--- src/rtl/i2s_tx_multilane.sv ---
// Multi-lane Philips I2S master transmitter fed by a frame FIFO over valid/ready.
// Optional I2S_TX_UNDERRUN_HOLD_EN: on underrun repeat the last popped frame instead of silence.
module i2s_tx_multilane #(
  parameter int w_sample   = 16,
  parameter int n_lanes    = 1,
  parameter int bclk_div   = 8,
  parameter int fifo_depth = 4
) (
  input  logic                          clk,
  input  logic                          rst_n,
  input  logic                          in_valid,
  output logic                          in_ready,
  input  logic [2*n_lanes*w_sample-1:0] in_data,
  output logic [$clog2(fifo_depth):0]   fifo_level,
  output logic                          underrun,
  input  logic                          underrun_clr,
  output logic                          mclk,
  output logic                          bclk,
  output logic                          lrclk,
  output logic [n_lanes-1:0]            sdata
);
  localparam int fw = 2*n_lanes*w_sample;
  localparam int pw = $clog2(2*bclk_div);
  localparam int aw = $clog2(fifo_depth);
  localparam int lw = aw + 1;
  localparam int mq = bclk_div / 4;
  localparam int qw = $clog2(mq) + 1;
  localparam logic [pw-1:0] phase_last = pw'(2*bclk_div - 1);
  localparam logic [qw-1:0] mclk_last  = qw'(mq - 1);

  logic [pw-1:0] phase_reg, phase_next;
  logic [5:0]    bit_cnt_reg, bit_cnt_next;
  logic [qw-1:0] mclk_cnt_reg;
  logic          mclk_reg, bclk_reg, lrclk_reg, underrun_reg, in_ready_reg;
  logic [aw-1:0] wr_ptr_reg, rd_ptr_reg;
  logic [lw-1:0] level_reg, level_next;
  logic [fw-1:0] mem [fifo_depth];
  logic [fw-1:0] load_frame;
  logic          phase_wrap, frame_start, push, pop;

  always_comb begin
    phase_wrap   = (phase_reg == phase_last);
    phase_next   = phase_wrap ? '0 : phase_reg + 1'b1;
    bit_cnt_next = phase_wrap ? bit_cnt_reg + 6'd1 : bit_cnt_reg;
    frame_start  = phase_wrap && (bit_cnt_reg == 6'd63);
    push         = in_valid && in_ready_reg;
    pop          = frame_start && (level_reg != '0);
    level_next   = level_reg + lw'(push) - lw'(pop);
  end

`ifdef I2S_TX_UNDERRUN_HOLD_EN
  logic [fw-1:0] last_frame_reg;

  always_ff @(posedge clk) begin
    if (!rst_n) begin
      last_frame_reg <= '0;
    end else if (pop) begin
      last_frame_reg <= mem[rd_ptr_reg];
    end
  end

  assign load_frame = pop ? mem[rd_ptr_reg] : last_frame_reg;
`else
  assign load_frame = pop ? mem[rd_ptr_reg] : '0;
`endif

  // Frame storage has no reset; pointers and level define what is valid.
  always_ff @(posedge clk) begin
    if (rst_n && push) begin
      mem[wr_ptr_reg] <= in_data;
    end
  end

  always_ff @(posedge clk) begin
    if (!rst_n) begin
      phase_reg    <= '0;
      bit_cnt_reg  <= 6'd63;
      mclk_cnt_reg <= '0;
      mclk_reg     <= 1'b0;
      bclk_reg     <= 1'b0;
      lrclk_reg    <= 1'b0;
      wr_ptr_reg   <= '0;
      rd_ptr_reg   <= '0;
      level_reg    <= '0;
      in_ready_reg <= 1'b1;
      underrun_reg <= 1'b0;
    end else begin
      phase_reg   <= phase_next;
      bit_cnt_reg <= bit_cnt_next;
      bclk_reg    <= (phase_next >= pw'(bclk_div));
      // WS switches one bit ahead of each slot's MSB.
      lrclk_reg   <= (bit_cnt_next >= 6'd31) && (bit_cnt_next <= 6'd62);
      if (phase_wrap || (mclk_cnt_reg == mclk_last)) begin
        mclk_cnt_reg <= '0;
      end else begin
        mclk_cnt_reg <= mclk_cnt_reg + 1'b1;
      end
      if (phase_wrap) begin
        mclk_reg <= 1'b0;
      end else if (mclk_cnt_reg == mclk_last) begin
        mclk_reg <= ~mclk_reg;
      end
      if (push) begin
        wr_ptr_reg <= wr_ptr_reg + 1'b1;
      end
      if (pop) begin
        rd_ptr_reg <= rd_ptr_reg + 1'b1;
      end
      level_reg    <= level_next;
      in_ready_reg <= (level_next < lw'(fifo_depth));
      if (frame_start && !pop) begin
        underrun_reg <= 1'b1;
      end else if (underrun_clr) begin
        underrun_reg <= 1'b0;
      end
    end
  end

  for (genvar gi = 0; gi < n_lanes; gi++) begin : g_lane
    logic [63:0] shreg_reg;
    logic [31:0] l_slot, r_slot;

    assign l_slot = 32'(load_frame[2*gi*w_sample +: w_sample]) << (32 - w_sample);
    assign r_slot = 32'(load_frame[(2*gi+1)*w_sample +: w_sample]) << (32 - w_sample);

    always_ff @(posedge clk) begin
      if (!rst_n) begin
        shreg_reg <= '0;
      end else if (frame_start) begin
        shreg_reg <= {l_slot, r_slot};
      end else if (phase_wrap) begin
        shreg_reg <= {shreg_reg[62:0], 1'b0};
      end
    end

    assign sdata[gi] = shreg_reg[63];
  end

  assign in_ready   = in_ready_reg;
  assign fifo_level = level_reg;
  assign underrun   = underrun_reg;
  assign mclk       = mclk_reg;
  assign bclk       = bclk_reg;
  assign lrclk      = lrclk_reg;
endmodule

--- config.mk ---
export PLATFORM = sky130hd
export DESIGN_NAME = i2s_tx_multilane
export DESIGN_NICKNAME = d
export VERILOG_FILES = /design/src/rtl/i2s_tx_multilane.sv
export SDC_FILE = /design/constraint.sdc
export NUM_CORES = 1
export LEC_CHECK = 0
export ABC_AREA = 1
export BUFFER_PORTS_ARGS = -buffer_cell sky130_fd_sc_hd__buf_2
export CORE_MARGIN = 2
export CORE_UTILIZATION = 25
export CTS_BUF_LIST = sky130_fd_sc_hd__clkbuf_8 sky130_fd_sc_hd__clkbuf_16
export DETAILED_ROUTE_END_ITERATION = 12
export PLACE_DENSITY = 0.47
export SYNTH_ARGS = -nofsm -noshare
export SYNTH_HDL_FRONTEND = slang
export SYNTH_SLANG_ARGS = --single-unit
--- constraint.sdc ---
create_clock -name clk -period 6.7 [get_ports clk]
set_clock_uncertainty 0.15 [all_clocks]
set_input_delay 0.67 -clock clk [delete_from_list [all_inputs] [get_ports clk]]
set_output_delay 0.67 -clock clk [all_outputs]
set_load 0.03 [all_outputs]
==> impl_metrics.csv <==
group,metric,value,unit
critical_path,cp_max_fo,53,
sta,setup_tns,0,ns
synth,synth_seq_cells,202,
route,wire_per_inst,14.3,microns
synth,syn_area_per_cell,11.0,sq um
route,drt_wl_total,16.5,mm
clock_tree,post_cts_resized,0,
sta,slew_viol_final,0,
critical_path,required,6.94,ns
synth,netlist_area,7710,sq um
synth,syn-num-nets,747,
grt,track_usage,10.2,%
critical_path,crit_type,"reg -> reg",
critical_path,r2r-end,"in_ready",
critical_path,cp_data_arrival_time,4.15,ns
route,dr.first_iter.drc_count,277,
sta,layout_setup_ws,2.79,ns
sta,setup_viol,0,
finish,areaGrowthSynthToFinish,17.7,%
outcome,status,"complete, no violations",
sta,max_freq,256,MHz
floorplan,core,30500,sq um
placement,place_congestion,0.693,
critical_path,worstSetupStartpointType,"flip-flop",
synth,synth_edf_count,128,
floorplan,start_util,25.3,%
job,drv_cap,0,
worst_hold_path,min_path_cells,1,
critical_path,r2r-start,"phase_reg[0]",
route,avgViaCountPerCell,4.41,
synth,yosysTopAreaCellShare,49.9,%
synth,ys_async_sr_fraction,0,%
grt,grt_pass1_vias,4964,
route,vias,5075,
pwr,cellPowerDensity,305,nW/um^2
sta,period_share,58.4,%
clock_tree,cts_buffers,22,
clock_tree,clk_pin_slew_worst_paths,0.06,ns
finish,diodes,0,
clock_tree,cts_setup_buffers,0,
synth,synth_warnings,0,
route,postRouteAntennaNets,0,
clock_tree,cts_buffer_depth,3,
route,drcViolationCount,0,
placement,dp_cells,1110,
route,drt_first_pass_iters,6,
clock_tree,root_buffer,"clkbuf_16",
synth,ys_types,25,
worst_hold_path,holdPathEnd,"mem[1][1]",
critical_path,r2r_setup_slack,2.79,ns
clock_tree,cts_sinks,202,
clock_tree,hold_buffers,0,
floorplan,die-area,32200,sq um
finish,final_nets,783,
clock_tree,cts_tree,"yes",
placement,pre_cts_ws,2.70,ns
floorplan,die_h,180,microns
pwr,power.leakage,3.23,nW
synth,synth_commonest_cells,"128 x edfxtp_1, 99 x nand2_1, 99 x o21ai_0",
sta,post-route-min-period,3.91,ns
critical_path,ff2ff_path_depth,13,
finish,largest_reg_flops,128,
floorplan,num_rows,64,
synth,ys_seq_area_share,69.1,%
pwr,peakVddDrop,0.000188,V
floorplan,die_w,180,microns
clock_tree,worstSkewPairLatency,0.50,ns
grt,grt.overflow.total,0,
synth,synth_ff_type,"edfxtp_1",
synth,synth.most_common_cell,"edfxtp_1",
grt,antenna_found_initial,0,
grt,grt_max_degree,65,
clock_tree,htreeDepth,1,
synth,postSynthCellCount,702,
finish,drive_above_1_share,13.0,%
finish,final_cells,1150,
synth,synth_top_area_cell,"edfxtp_1",
sta,slew_headroom,28.2,%
placement,port-buffer-count,44,
worst_hold_path,hold_start,"in_data[1]",
worst_hold_path,min_path_type,"in -> reg",
floorplan,ios,45,
critical_path,crit_path_end_kind,"flip-flop",
placement,detailed_place_hpwl,9.02,mm
sta,hold_violations,0,
synth,ys_top_cells_by_area,"edfxtp_1 50%, dfxtp_1 19%, o21ai_0 6.4%",
sta,rsz0062_at_grt,"false",
sta,worst_slew_pin_slew,1.08,ns
grt,grt_pass1_wl,26.8,mm
## how the worst max path moves through the flow
| stage | slack [ns] | cells past startpoint | from | to |
|---|---|---|---|---|
| 2_1_floorplan | 3.73 | 3 | rst_n | mem[0][0] |
| 3_3_place_gp | 2.75 | 13 | phase_reg[0] | in_ready |
| 3_5_place_dp | 2.70 | 13 | phase_reg[0] | in_ready |
| 4_1_cts | 2.69 | 13 | phase_reg[0] | in_ready |
| 5_1_grt | 2.34 | 13 | phase_reg[0] | in_ready |
| 6_report | 2.79 | 13 | phase_reg[0] | in_ready |
## placed cells by master (no fill, tap or decap)
cell,count
inv_2,1
o21ai_0,99
xnor2_1,2
dfxtp_1,73
buf_4,10
nor2_1,76
nand4_1,3
a21oi_1,87
bufinv_16,3
nand3_1,9
nand2_1,99
nor2_4,6
inv_1,25
nand3_2,1
clkinv_1,6
nor3_1,3
dfxtp_2,1
o21ai_1,1
edfxtp_1,128
clkbuf_16,22
clkinv_2,6
nor3_2,1
o22ai_1,32
buf_2,44
nand2_2,1
ha_1,8
fa_1,1
clkinv_8,1
xor2_1,4
clkinvlp_2,1
## logic make-up after synthesis
logic type	Yosys count	share of synthesized area (%)
compound gates	219	14.7
flops	202	69.1
simple gates	199	10.3
buf+inv	67	3.60
fa+ha+maj	9	1.56
xor+xnor	6	0.682
## layer usage
metal  vias to the layer above  track usage (%)  routed length (microns)
li1                       2549                -                        -
met1                      2415             14.1                     8000
met2                        90             16.6                     7440
met3                        21             1.78                      694
met4                         0             2.50                      318
met5                         -                0                        0
## worst max-delay path, stage by stage, from the launching register on
cell,delay [ns]
dfxtp_1,0.35
ha_1,0.26
nand2_1,0.12
nor2_4,0.08
buf_4,0.42
nand2_2,0.52
nor2_4,0.83
xor2_1,0.20
ha_1,0.15
inv_1,0.05
fa_1,0.37
xnor2_1,0.14
nor2_1,0.11
inv_1,0.05
## layout make-up
type / count / area (sq um)
fill: 3131 / 21400
sequential: 202 / 5330
multi-input combinational: 433 / 2140
clock buffer: 22 / 551
tap: 396 / 495
timing repair buffer: 54 / 295
clock inverter: 18 / 168
inverter: 25 / 93.8
## power breakdown
group | internal, mW | total [mW] | switching (mW)
logic | 0.0484 | 0.168 | 0.119
clock network | 0.714 | 1.19 | 0.473
registers | 1.39 | 1.41 | 0.0215
## metrics by stage
stage	total power [mW]	hold WS (ns)	cell area [sq um]	utilization (%)
floorplan	1.53	0.254	7710	-
global placement	1.61	0.272	8350	27.4
detailed placement	1.61	0.278	8350	27.4
CTS	2.80	0.217	9070	29.7
global route	2.88	0.223	9070	29.7
finish	2.77	0.234	9070	29.7
No activity file was read; power rests on OpenSTA's default activity.
